--- config.mk ---
export PLATFORM = sky130hd
export DESIGN_NAME = gate_mac_seq_flat
export DESIGN_NICKNAME = d
export VERILOG_FILES = /design/src/rtl/gate_mac_seq_if.sv /design/src/rtl/gate_mac_seq.sv /design/src/flat_wrapper.sv
export SDC_FILE = /design/constraint.sdc
export NUM_CORES = 1
export LEC_CHECK = 0
export ABC_CLOCK_PERIOD_IN_PS = 7000
export CAP_MARGIN = 20
export CELL_PAD_IN_SITES_DETAIL_PLACEMENT = 0
export CELL_PAD_IN_SITES_GLOBAL_PLACEMENT = 1
export CORE_UTILIZATION = 42
export CTS_BUF_LIST = sky130_fd_sc_hd__clkbuf_16
export DETAILED_ROUTE_END_ITERATION = 10
export PLACE_DENSITY = 0.8
export SLEW_MARGIN = 20
export SYNTH_ARGS = -nofsm -noshare
export SYNTH_HDL_FRONTEND = slang
export SYNTH_SLANG_ARGS = --single-unit
--- constraint.sdc ---
create_clock -name clk -period 7 [get_ports clk]
set_input_delay 1.4 -clock clk [delete_from_list [all_inputs] [get_ports clk]]
set_output_delay 1.4 -clock clk [all_outputs]
set_load 0.05 [all_outputs]
--- src/rtl/gate_mac_seq_if.sv ---
// rtl/gate_mac_seq_if.sv - element/result handshake bundle for the gate pre-activation MAC
interface gate_mac_seq_if #(
    parameter int DATA_WIDTH = 8
);
    logic                         start;
    logic signed [DATA_WIDTH-1:0] bias;
    logic                         in_valid;
    logic                         in_ready;
    logic signed [DATA_WIDTH-1:0] in_data;
    logic signed [DATA_WIDTH-1:0] in_weight;
    logic                         in_seg;
    logic                         out_valid;
    logic                         out_ready;
    logic signed [DATA_WIDTH-1:0] out_data;
    logic                         out_ovf;

    modport master (
        output start, bias, in_valid, in_data, in_weight, out_ready,
        input  in_ready, in_seg, out_valid, out_data, out_ovf
    );

    modport slave (
        input  start, bias, in_valid, in_data, in_weight, out_ready,
        output in_ready, in_seg, out_valid, out_data, out_ovf
    );
endinterface

--- src/rtl/gate_mac_seq.sv ---
// rtl/gate_mac_seq.sv - sequential W.{x,h}+b gate pre-activation, one MAC per cycle, saturated
module gate_mac_seq #(
    parameter int DATA_WIDTH  = 8,
    parameter int FRACT_WIDTH = 5,
    parameter int N_X         = 4,
    parameter int N_H         = 4
) (
    input  logic          clk,
    input  logic          rst_n,
    gate_mac_seq_if.slave bus
);
    localparam int N     = N_X + N_H;
    localparam int CNT_W = $clog2(N + 1);
    localparam int ACC_W = 2 * DATA_WIDTH + CNT_W;
    localparam int DW    = DATA_WIDTH;

    localparam logic [CNT_W-1:0] LAST_C = CNT_W'(N - 1);
    localparam logic [CNT_W-1:0] NX_C   = CNT_W'(N_X);

    localparam logic signed [ACC_W-1:0] SAT_MAX = {{(ACC_W-DW+1){1'b0}}, {(DW-1){1'b1}}};
    localparam logic signed [ACC_W-1:0] SAT_MIN = {{(ACC_W-DW+1){1'b1}}, {(DW-1){1'b0}}};

    typedef enum logic [1:0] {IDLE, ACCUM, DONE} state_t;

    state_t                  state_q, state_d;
    logic [CNT_W-1:0]        cnt_q, cnt_d;
    logic signed [ACC_W-1:0] acc_q, acc_d;
    logic                    in_ready_q, in_ready_d;
    logic                    in_seg_q, in_seg_d;
    logic                    out_valid_q, out_valid_d;
    logic signed [DW-1:0]    out_data_q, out_data_d;
    logic                    out_ovf_q, out_ovf_d;

    logic signed [2*DW-1:0]  prod;
    logic signed [ACC_W-1:0] bias_acc;
    logic signed [ACC_W-1:0] acc_sum;
    logic signed [ACC_W-1:0] rescaled;
    logic signed [DW-1:0]    sat_data;
    logic                    sat_ovf;

    always_comb begin
        prod     = $signed({{DW{bus.in_data[DW-1]}}, bus.in_data}) *
                   $signed({{DW{bus.in_weight[DW-1]}}, bus.in_weight});
        bias_acc = {{(ACC_W-DW){bus.bias[DW-1]}}, bus.bias} << FRACT_WIDTH;
        acc_sum  = acc_q + {{(ACC_W-2*DW){prod[2*DW-1]}}, prod};
        // Floor rescale: arithmetic shift, no rounding term.
        rescaled = acc_sum >>> FRACT_WIDTH;
        sat_data = rescaled[DW-1:0];
        sat_ovf  = 1'b0;
        if (rescaled > SAT_MAX) begin
            sat_data = SAT_MAX[DW-1:0];
            sat_ovf  = 1'b1;
        end else if (rescaled < SAT_MIN) begin
            sat_data = SAT_MIN[DW-1:0];
            sat_ovf  = 1'b1;
        end
    end

    always_comb begin
        state_d     = state_q;
        cnt_d       = cnt_q;
        acc_d       = acc_q;
        out_valid_d = out_valid_q;
        out_data_d  = out_data_q;
        out_ovf_d   = out_ovf_q;
        case (state_q)
            IDLE: begin
                if (bus.start) begin
                    acc_d   = bias_acc;
                    cnt_d   = '0;
                    state_d = ACCUM;
                end
            end
            ACCUM: begin
                if (bus.in_valid && in_ready_q) begin
                    acc_d = acc_sum;
                    cnt_d = cnt_q + CNT_W'(1);
                    if (cnt_q == LAST_C) begin
                        state_d     = DONE;
                        out_valid_d = 1'b1;
                        out_data_d  = sat_data;
                        out_ovf_d   = sat_ovf;
                    end
                end
            end
            DONE: begin
                // A start coinciding with retirement chains straight into the next vector.
                if (bus.out_ready) begin
                    out_valid_d = 1'b0;
                    if (bus.start) begin
                        acc_d   = bias_acc;
                        cnt_d   = '0;
                        state_d = ACCUM;
                    end else begin
                        state_d = IDLE;
                    end
                end
            end
            default: state_d = IDLE;
        endcase
        in_ready_d = (state_d == ACCUM);
        in_seg_d   = (state_d == ACCUM) && (cnt_d >= NX_C);
    end

    always_ff @(posedge clk) begin
        if (!rst_n) begin
            state_q     <= IDLE;
            cnt_q       <= '0;
            acc_q       <= '0;
            in_ready_q  <= 1'b0;
            in_seg_q    <= 1'b0;
            out_valid_q <= 1'b0;
            out_data_q  <= '0;
            out_ovf_q   <= 1'b0;
        end else begin
            state_q     <= state_d;
            cnt_q       <= cnt_d;
            acc_q       <= acc_d;
            in_ready_q  <= in_ready_d;
            in_seg_q    <= in_seg_d;
            out_valid_q <= out_valid_d;
            out_data_q  <= out_data_d;
            out_ovf_q   <= out_ovf_d;
        end
    end

    assign bus.in_ready  = in_ready_q;
    assign bus.in_seg    = in_seg_q;
    assign bus.out_valid = out_valid_q;
    assign bus.out_data  = out_data_q;
    assign bus.out_ovf   = out_ovf_q;
endmodule

--- src/flat_wrapper.sv ---
// flat-port wrapper written by rule: the top's interface ports become plain ports
module gate_mac_seq_flat 
#(
    parameter int DATA_WIDTH  = 8,
    parameter int FRACT_WIDTH = 5,
    parameter int N_X         = 4,
    parameter int N_H         = 4
)
  (clk, rst_n, bus_start, bus_bias, bus_in_valid, bus_in_data, bus_in_weight, bus_out_ready, bus_in_ready, bus_in_seg, bus_out_valid, bus_out_data, bus_out_ovf);
  gate_mac_seq_if #(.DATA_WIDTH(DATA_WIDTH)) bus_i ();
  input  logic clk;
  input  logic rst_n;
  input wire logic [$bits(bus_i.start)-1:0] bus_start;
  input wire logic [$bits(bus_i.bias)-1:0] bus_bias;
  input wire logic [$bits(bus_i.in_valid)-1:0] bus_in_valid;
  input wire logic [$bits(bus_i.in_data)-1:0] bus_in_data;
  input wire logic [$bits(bus_i.in_weight)-1:0] bus_in_weight;
  input wire logic [$bits(bus_i.out_ready)-1:0] bus_out_ready;
  output wire logic [$bits(bus_i.in_ready)-1:0] bus_in_ready;
  output wire logic [$bits(bus_i.in_seg)-1:0] bus_in_seg;
  output wire logic [$bits(bus_i.out_valid)-1:0] bus_out_valid;
  output wire logic [$bits(bus_i.out_data)-1:0] bus_out_data;
  output wire logic [$bits(bus_i.out_ovf)-1:0] bus_out_ovf;
  assign bus_i.start = bus_start;
  assign bus_i.bias = bus_bias;
  assign bus_i.in_valid = bus_in_valid;
  assign bus_i.in_data = bus_in_data;
  assign bus_i.in_weight = bus_in_weight;
  assign bus_i.out_ready = bus_out_ready;
  assign bus_in_ready = bus_i.in_ready;
  assign bus_in_seg = bus_i.in_seg;
  assign bus_out_valid = bus_i.out_valid;
  assign bus_out_data = bus_i.out_data;
  assign bus_out_ovf = bus_i.out_ovf;
  gate_mac_seq #(.DATA_WIDTH(DATA_WIDTH), .FRACT_WIDTH(FRACT_WIDTH), .N_X(N_X), .N_H(N_H)) u_core (.clk(clk), .rst_n(rst_n), .bus(bus_i));
endmodule
==> results of run 1 <==
[worst max-delay path: stages]
cell	delay (ns)
clkdlybuf4s15_2	0.24
and2_4	0.18
fa_1	0.53
fa_1	0.45
fa_1	0.54
inv_1	0.05
fa_1	0.53
inv_1	0.07
ha_4	0.25
a21oi_4	0.15
o21ai_2	0.08
a21o_1	0.16
a21o_1	0.19
a2111oi_2	0.29
nand3b_1	0.24
ha_4	0.24
a21oi_2	0.12
nand3_2	0.09
or3_4	0.35
o21ai_2	0.15
buf_4	0.12
nor4b_4	0.25
a311oi_4	0.06
buf_4	0.16
nor4_4	0.22
buf_6	0.17
or2_0	0.12
a21oi_1	0.07
[flip-flops by register name (all words and copies together) (netlist names), named ones only]
register / cells
u_core.cnt_q: 3
u_core.bus.out_ovf: 1
u_core.bus.in_ready: 1
u_core.bus.in_seg: 1
u_core.bus.out_valid: 1
u_core.acc_q: 20
u_core.bus.out_data: 8
u_core.state_q: 2
[final timing paths]
| path | startpoint | to | slack [ns] | depth (start not counted) |
|---|---|---|---|---|
| max | bus_in_weight[5] | u_core.bus.out_ovf | -0.30 | 28 |
| min reg2reg | u_core.acc_q[6] | u_core.acc_q[6] | 0.51 | 2 |
| min | u_core.acc_q[6] | u_core.acc_q[6] | 0.51 | 2 |
| max reg2reg | u_core.state_q[0] | u_core.acc_q[18] | 3.53 | 8 |
[cell type report]
cell class | instances | area (um2)
inverter | 90 | 337.8
clock buffer | 5 | 125.1
clock inverter | 3 | 45.04
tap | 147 | 183.9
multi-input combinational | 465 | 4313
timing repair buffer | 165 | 1384
fill | 1046 | 4862
sequential | 38 | 760.7
[logic make-up after synthesis]
| logic type | after synthesis | share of synthesized area |
|---|---|---|
| flops | 38 | 0.1465 |
| xor+xnor | 30 | 0.05059 |
| mux | 2 | 0.004336 |
| fa+ha+maj | 107 | 0.3387 |
| buf+inv | 104 | 0.07564 |
| simple gates | 200 | 0.2067 |
| compound gates | 126 | 0.1776 |
[cell usage after synthesis, types with 2 or more instances]
library cell	instances	area (um2)
ha_1	51	638.1
xor2_1	9	78.83
inv_1	89	334.1
nand3_1	11	55.05
a221oi_1	8	70.07
o211ai_1	7	52.55
a22oi_1	5	37.54
nor2_1	32	120.1
o2111a_1	2	22.52
a311oi_1	4	35.03
o22ai_1	2	12.51
fa_1	56	1121
o31ai_1	2	15.01
a211oi_1	4	30.03
o21ai_0	27	135.1
a21oi_2	3	26.28
clkbuf_1	11	41.29
o21a_1	6	45.04
buf_2	2	10.01
nand2_1	49	183.9
a21o_1	5	37.54
a21oi_1	27	135.1
or3_1	2	12.51
dfxtp_1	38	760.7
o21ai_2	2	17.52
nand2b_1	11	68.82
xnor2_1	21	183.9
and3_1	3	18.77
nor3_1	9	45.04
o211a_1	3	30.03
nand4_1	3	18.77
o21bai_1	4	30.03
mux2_2	2	22.52
and2_1	49	306.5
nor2b_1	20	125.1
[layer usage]
metal / GRT usage / vias up
li1: - / 2346
met1: 0.2575 / 2342
met2: 0.3546 / 52
met3: 0.02035 / 10
met4: 0.03158 / 0
met5: 0 / -
[repair_timing]
| action | CTS | global route |
|---|---|---|
| setup buffers | 10 | 9 |
| cloned | 1 | 0 |
| setup endpoints to repair | 15 | 14 |
| gates resized for setup | 105 | 45 |
| pin swaps | 44 | 43 |
[stage by stage]
stage	worst slack (ns)	instances	util	TNS, ns	hold slack [ns]
after global placement	-1.032	885	0.5454	-12.34	0.4799
after floorplan	-0.2285	607	-	-1.995	0.4640
final	-0.3031	913	0.5952	-2.548	0.5070
after CTS	-0.3777	904	0.5783	-3.541	0.5051
after global routing	-0.5372	913	0.5952	-5.238	0.5292
after detailed placement	-1.284	885	0.5454	-15.85	0.4910
==> impl_metrics.tcl, run 1 <==
set metrics [dict create \
    syn_area_um2 5194 \
    tightestPinTransition_ns 0.8578 \
    clock_sinks 38 \
    drive_gt1_frac 0.2846 \
    antenna_found_initial 0 \
    clock_skew_ns 0.004119 \
    rsz0062_at_grt "true" \
    top_layer "met4" \
    layout_common_cells "buf_4, inv_1, fa_1, nand2_1, ha_1" \
    dieArea_um2 12810 \
    ys_ff_latch 38 \
    synth_enable_flop_cells 0 \
    io_buffers 40 \
    routedWlPerCell_um 13.65 \
    cts_hold_buffers 0 \
    worstPathArrival_ns 7.48 \
    finalHoldViolations 0 \
    vias 4750 \
    gp_congestion 0.8230 \
    syn2layout_area_growth_pct 37.65 \
    clock_latency_ns 0.28 \
    setup_violations 11 \
    crit_path_start_kind "input port" \
    synth_nets 743 \
    coreArea_um2 12010 \
    outcome "finished with violations" \
    critical_path_class "input port to register" \
    cp-end-kind "register" \
    synthArstFlopShare 0 \
    synthDistinctLibCells 63 \
    fin_ws_ns -0.3031 \
    synth_warnings 0 \
    start_util 0.4324 \
    ys.flop_type "dfxtp_1" \
    violations "negative setup slack" \
    hpwl_mm 10.09 \
    hold_path_class "register to register" \
    routed_wl_mm 12.46 \
    stdcell_area_um2 7149 \
    grt_max_degree 29 \
    track_usage 0.1967 \
    die_height_um 113.2 \
    core.rowCount 40 \
    slew_headroom 0.4260 \
    root_buffer "clkbuf_16" \
    fin_nets 901 \
    fin_crit_sh 1.043 \
    grt_first_pass_wirelength_mm 20.88 \
    postRouteAntennaNets 0 \
    clk_pin_slew_ns 0.06 \
    first_iter_violations 213 \
    drc_errors 0 \
    first_pass_iters 4 \
    wl_met3_um 281 \
    numCtsBuffers 5 \
    ios 41 \
    die_w_um 113.2 \
    antenna_cells 0 \
    avgViaCountPerCell 5.203 \
    drv_cap 0 \
    wl_met2_mm 6.527 \
    synth_seq_area_share 0.1465 \
    timing.final.crit_period_ns 7.303 \
    htree_levels 2 \
    wl_met1_mm 5.566 \
    overflow 0 \
    netlist_instances 607 \
    cp_max_fo 8 \
    clock_path_buffers 2 \
    dpl_cell_area_um2 6551 \
    worstPathRequired_ns 7.17 \
    syn_area_per_cell_um2 8.556 \
    fmax_mhz 136.9 \
    grt_pass1_vias 4771 \
    slew_viol_final 0 \
    layout_commonest_cell "buf_4" \
    cts_tree "yes" \
]
Power of run 1 is not shown: default switching activity piles up to over one toggle a cycle in this logic, so the estimate is an artifact.
==> run 2, diff against run 1 <==
--- a/config.mk
+++ b/config.mk
@@ -7,9 +7,7 @@
 export LEC_CHECK = 0
 export ABC_CLOCK_PERIOD_IN_PS = 7000
 export CAP_MARGIN = 20
-export CELL_PAD_IN_SITES_DETAIL_PLACEMENT = 0
-export CELL_PAD_IN_SITES_GLOBAL_PLACEMENT = 1
-export CORE_UTILIZATION = 42
+export CORE_UTILIZATION = 55
 export CTS_BUF_LIST = sky130_fd_sc_hd__clkbuf_16
 export DETAILED_ROUTE_END_ITERATION = 10
 export PLACE_DENSITY = 0.8
==> run 2 against run 1 <==
Against the previous run: the run still ends with negative setup slack left; core utilization rose by 19 points; clock skew up 0.00073 ns; worst setup slack got worse by 0.20 ns; count of clock-buffer cells in the layout stayed put; worst hold slack improved by 0.029 ns; cell count decreased by 4.2%; via count up 10%; flip-flop and latch count unchanged; global-route usage is 10 points higher; critical endpoint is now u_core.bus.out_data[2]; highest routed layer unchanged.
==> impl_metrics.tcl, run 2 (synthesized netlist as in run 1, its figures left out) <==
set metrics [dict create \
    clock_sinks 38 \
    slew_headroom 0.3299 \
    start_util 0.5648 \
    crit_path_start_kind "input port" \
    ios 41 \
    clock_latency_ns 0.28 \
    setup_violations 12 \
    hpwl_mm 10.15 \
    first_pass_iters 5 \
    layout_commonest_cell "buf_4" \
    avgViaCountPerCell 5.991 \
    die_height_um 99.18 \
    tightestPinTransition_ns 1.001 \
    critical_path_class "input port to register" \
    root_buffer "clkbuf_16" \
    cpPeakStageDelay_ns 0.55 \
    slew_viol_final 0 \
    drv_cap 0 \
    syn2layout_area_growth_pct 38.52 \
    fin_crit_sh 1.072 \
    first_iter_violations 395 \
    vias 5242 \
    clock_skew_ns 0.004849 \
    violations "negative setup slack" \
    grt_first_pass_wirelength_mm 23.71 \
    routedWlPerCell_um 18.57 \
    die_w_um 99.18 \
    track_usage 0.2988 \
    drc_errors 0 \
    postRouteAntennaNets 0 \
    largest-register "u_core.acc_q" \
    numCtsBuffers 5 \
    fin_nets 899 \
    outcome "finished with violations" \
    largest_reg_flops 20 \
    layout_common_cells "buf_4, inv_1, fa_1, nand2_1, ha_1" \
    grt_pass1_vias 5304 \
    final_util 0.7823 \
    worstPathArrival_ns 7.72 \
    grt_max_degree 29 \
    worst_hold_slack_ns 0.5355 \
    io_buffers 40 \
    core.rowCount 35 \
    rsz0062_at_grt "true" \
    clk_pin_slew_ns 0.06 \
    place_ws_ns -1.128 \
    htree_levels 2 \
    dieArea_um2 9836 \
    multi_input_comb_area_um2 4420 \
    cts_hold_buffers 0 \
    cts_tree "yes" \
    finalHoldViolations 0 \
    drive_gt1_frac 0.3102 \
    fmax_mhz 133.2 \
    timing.final.crit_period_ns 7.506 \
    crit_family "adder cells" \
    hold_path_class "register to register" \
    antenna_cells 0 \
    clock_path_buffers 2 \
    cp_max_fo 7 \
    gp_congestion 0.8568 \
    overflow 0 \
    routed_wl_mm 16.25 \
    fin_ws_ns -0.5065 \
    path_buf_inv 7 \
    worstPathRequired_ns 7.21 \
    slowest_stage "fa_1" \
    antenna_found_initial 0 \
    cp-end-kind "register" \
    coreArea_um2 9196 \
    fillers 499 \
    seqCellArea_um2 760.7 \
]
## run 2: cell types whose count changed in the layout (fill, tap and decap cells not counted), sizes merged
| cell | delta |
|---|---|
| buf | -1 |
| clkbuf | -1 |
| clkdlybuf4s15 | -1 |
| clkinv | +1 |
| bufinv | +1 |
| dlygate4sd2 | +1 |
| clkinvlp | -2 |
## run 2: worst paths after layout
kind              slack [ns]  depth (start not counted)                endpoint              startpoint
setup reg to reg        3.28                          8        u_core.acc_q[18]       u_core.state_q[0]
setup / recovery       -0.51                         32  u_core.bus.out_data[2]        bus_in_weight[2]
hold / removal          0.54                          1  u_core.bus.out_data[7]  u_core.bus.out_data[7]
hold reg to reg         0.54                          1  u_core.bus.out_data[7]  u_core.bus.out_data[7]
## run 2: metal layers
layer  part of all wire  up-vias  global-route usage
li1                   -     2343                   -
met1               0.39     2578              0.3601
met2               0.50      242              0.5266
met3              0.060       79             0.04357
met4              0.042        0              0.1425
met5                  0        -                   0
## run 2: area by class of cell
cell class	count	area share
clock inverters	3	0.008870
clock buffers	5	0.01739
repair buffers	163	0.1873
flip-flops and latches	38	0.1057
multi-input cells	465	0.6144
inverters	90	0.04696
well taps	111	0.01930
## run 2: what timing repair did
action,CTS,global route
pin swaps,50,66
gates resized for setup,106,73
setup endpoints to repair,15,17
buffers inserted,20,9
## run 2: through the flow
stage / TNS [ns] / cells / instance area (um2)
after floorplan: -1.995 / 607 / 5221
after global placement: -10.98 / 839 / 6419
after detailed placement: -13.68 / 839 / 6419
after CTS: -3.630 / 866 / 6890
after global routing: -8.403 / 875 / 7194
final: -4.810 / 875 / 7194
## run 2: worst register-to-register path, cell delays in order (launching register included)
cell and delay [ns]:
dfxtp_1 0.49, nor2b_1 0.69, and3_1 0.71, nor2_1 0.14, nor2_1 0.79, and3_1 0.49, a21oi_1 0.12, o21ai_2 0.08
and2_1 0.14
Power of run 2 is left out for the same reason.
==> run 3, diff against run 2 <==
--- a/config.mk
+++ b/config.mk
@@ -5,12 +5,12 @@
 export SDC_FILE = /design/constraint.sdc
 export NUM_CORES = 1
 export LEC_CHECK = 0
-export ABC_CLOCK_PERIOD_IN_PS = 7000
+export ABC_CLOCK_PERIOD_IN_PS = 7500
 export CAP_MARGIN = 20
 export CORE_UTILIZATION = 55
 export CTS_BUF_LIST = sky130_fd_sc_hd__clkbuf_16
 export DETAILED_ROUTE_END_ITERATION = 10
-export PLACE_DENSITY = 0.8
+export PLACE_DENSITY = 0.77
 export SLEW_MARGIN = 20
 export SYNTH_ARGS = -nofsm -noshare
 export SYNTH_HDL_FRONTEND = slang
==> constraint.sdc (replaced) <==
create_clock -name clk -period 7.5 [get_ports clk]
set_input_delay 1.5 -clock clk [delete_from_list [all_inputs] [get_ports clk]]
set_output_delay 1.5 -clock clk [all_outputs]
set_load 0.05 [all_outputs]
==> run 3 against run 2 <==
Against the previous run: the run now ends clean; flip-flop and latch count unchanged; register-to-register slack improved by 0.68 ns; wire length decreased by 17%; global-route usage decreased by 3.2 points; die area unchanged; worst hold slack got worse by 0.037 ns; sequential share of layout area increased by 0.30 points; design area decreased by 2.7%; count of clock-buffer cells in the layout unchanged; worst setup slack improved by 0.53 ns; clock skew about the same; via count decreased by 6.9%; critical endpoint is now u_core.bus.out_data[5]; highest routed layer unchanged.
==> impl_metrics.tcl, run 3 (synthesized netlist as in run 1, its figures left out) <==
set metrics [dict create \
    outcome "finished clean" \
    worstPathRequired_ns 7.67 \
    cp_max_fo 8 \
    antenna_cells 0 \
    layout_commonest_cell "buf_4" \
    start_util 0.5648 \
    gp_congestion 0.8599 \
    vias 4878 \
    cpPeakStageDelay_ns 0.55 \
    final_util 0.7608 \
    dieArea_um2 9836 \
    hold_path_class "register to register" \
    critical_path_class "input port to register" \
    fin_ws_ns 0.02443 \
    avgViaCountPerCell 5.620 \
    r2r_cells 8 \
    layout_common_cells "buf_4, inv_1, fa_1, nand2_1" \
    grt_max_degree 29 \
    clock_latency_ns 0.28 \
    cp-end-kind "register" \
    ios 41 \
    seqCellArea_um2 760.7 \
    clock_sinks 38 \
    antenna_found_initial 0 \
    largest-register "u_core.acc_q" \
    worstPathArrival_ns 7.64 \
    grt_first_pass_wirelength_mm 21.33 \
    finalHoldViolations 0 \
    grt_pass1_vias 4818 \
    routed_wl_mm 13.43 \
    slowest_stage "fa_1" \
    setup_violations 0 \
    track_usage 0.2665 \
    slew_headroom 0.3820 \
    routedWlPerCell_um 15.47 \
    cts_tree "yes" \
    drv_cap 0 \
    hpwl_mm 10.09 \
    die_height_um 99.18 \
    largest_reg_flops 20 \
    whs_path_depth 1 \
    dpl_cell_area_um2 6391 \
    clk_pin_slew_ns 0.06 \
    clock_path_buffers 2 \
    rsz0062_at_grt "true" \
    drive_gt1_frac 0.2668 \
    drc_errors 0 \
    numCtsBuffers 5 \
    crit_top_cell "fa_1" \
    crit_path_start_kind "input port" \
    timing.final.crit_period_ns 7.476 \
    tightestPinTransition_ns 0.9236 \
    syn2layout_area_growth_pct 34.71 \
    postRouteAntennaNets 0 \
    overflow 0 \
    clock_skew_ns 0.004955 \
    htree_levels 2 \
    slew_viol_final 0 \
    fillers 632 \
    place_ws_ns -0.8801 \
    first_pass_iters 5 \
    fmax_mhz 133.8 \
    fin_nets 892 \
    stdcell_area_um2 6997 \
    first_iter_violations 251 \
    core.rowCount 35 \
    root_buffer "clkbuf_16" \
    multi_input_comb_area_um2 4297 \
    coreArea_um2 9196 \
    cts_hold_buffers 0 \
    die_w_um 99.18 \
    fin_crit_sh 0.9967 \
    io_buffers 40 \
]
[run 3: final timing paths]
check	startpoint	endpoint	slack [ns]
max	bus_in_weight[4]	u_core.bus.out_data[5]	0.02
max reg2reg	u_core.state_q[0]	u_core.acc_q[18]	3.96
min reg2reg	u_core.bus.out_data[7]	u_core.bus.out_data[7]	0.50
min	u_core.bus.out_data[7]	u_core.bus.out_data[7]	0.50
[run 3: metrics by stage]
stage | instances | hold WS, ns | TNS, ns
2_1_floorplan | 607 | 0.4640 | 0
3_3_place_gp | 839 | 0.4800 | -6.580
3_5_place_dp | 839 | 0.4889 | -9.404
4_1_cts | 856 | 0.5021 | 0
5_1_grt | 868 | 0.5269 | -1.870
6_report | 868 | 0.4983 | 0
[run 3: worst max-delay path, delay by kind of cell]
family,cells,cell delay [ns]
compound gates,11,1.90
fa+ha+maj,6,2.58
simple gates,7,1.14
buf+inv,5,0.53
[run 3: final cells by class]
| cell class | instances | share of cell area |
|---|---|---|
| Inverter | 90 | 0.04828 |
| Sequential cell | 38 | 0.1087 |
| Multi-Input combinational cell | 465 | 0.6141 |
| Clock inverter | 3 | 0.009120 |
| Clock buffer | 5 | 0.01788 |
| Tap cell | 111 | 0.01985 |
| Timing Repair Buffer | 156 | 0.1820 |
[run 3: timing repair]
item / CTS / global route
setup buffers: 10 / 12
resized for setup: 77 / 63
pin swaps: 29 / 42
setup endpoints to repair: 13 / 11
[run 3: metal layers]
layer  global-route usage  part of all wire
met1               0.3399              0.40
met2               0.4804              0.53
met3              0.02811             0.043
met4              0.07466             0.025
met5                    0                 0
Power of run 3 is left out for the same reason.
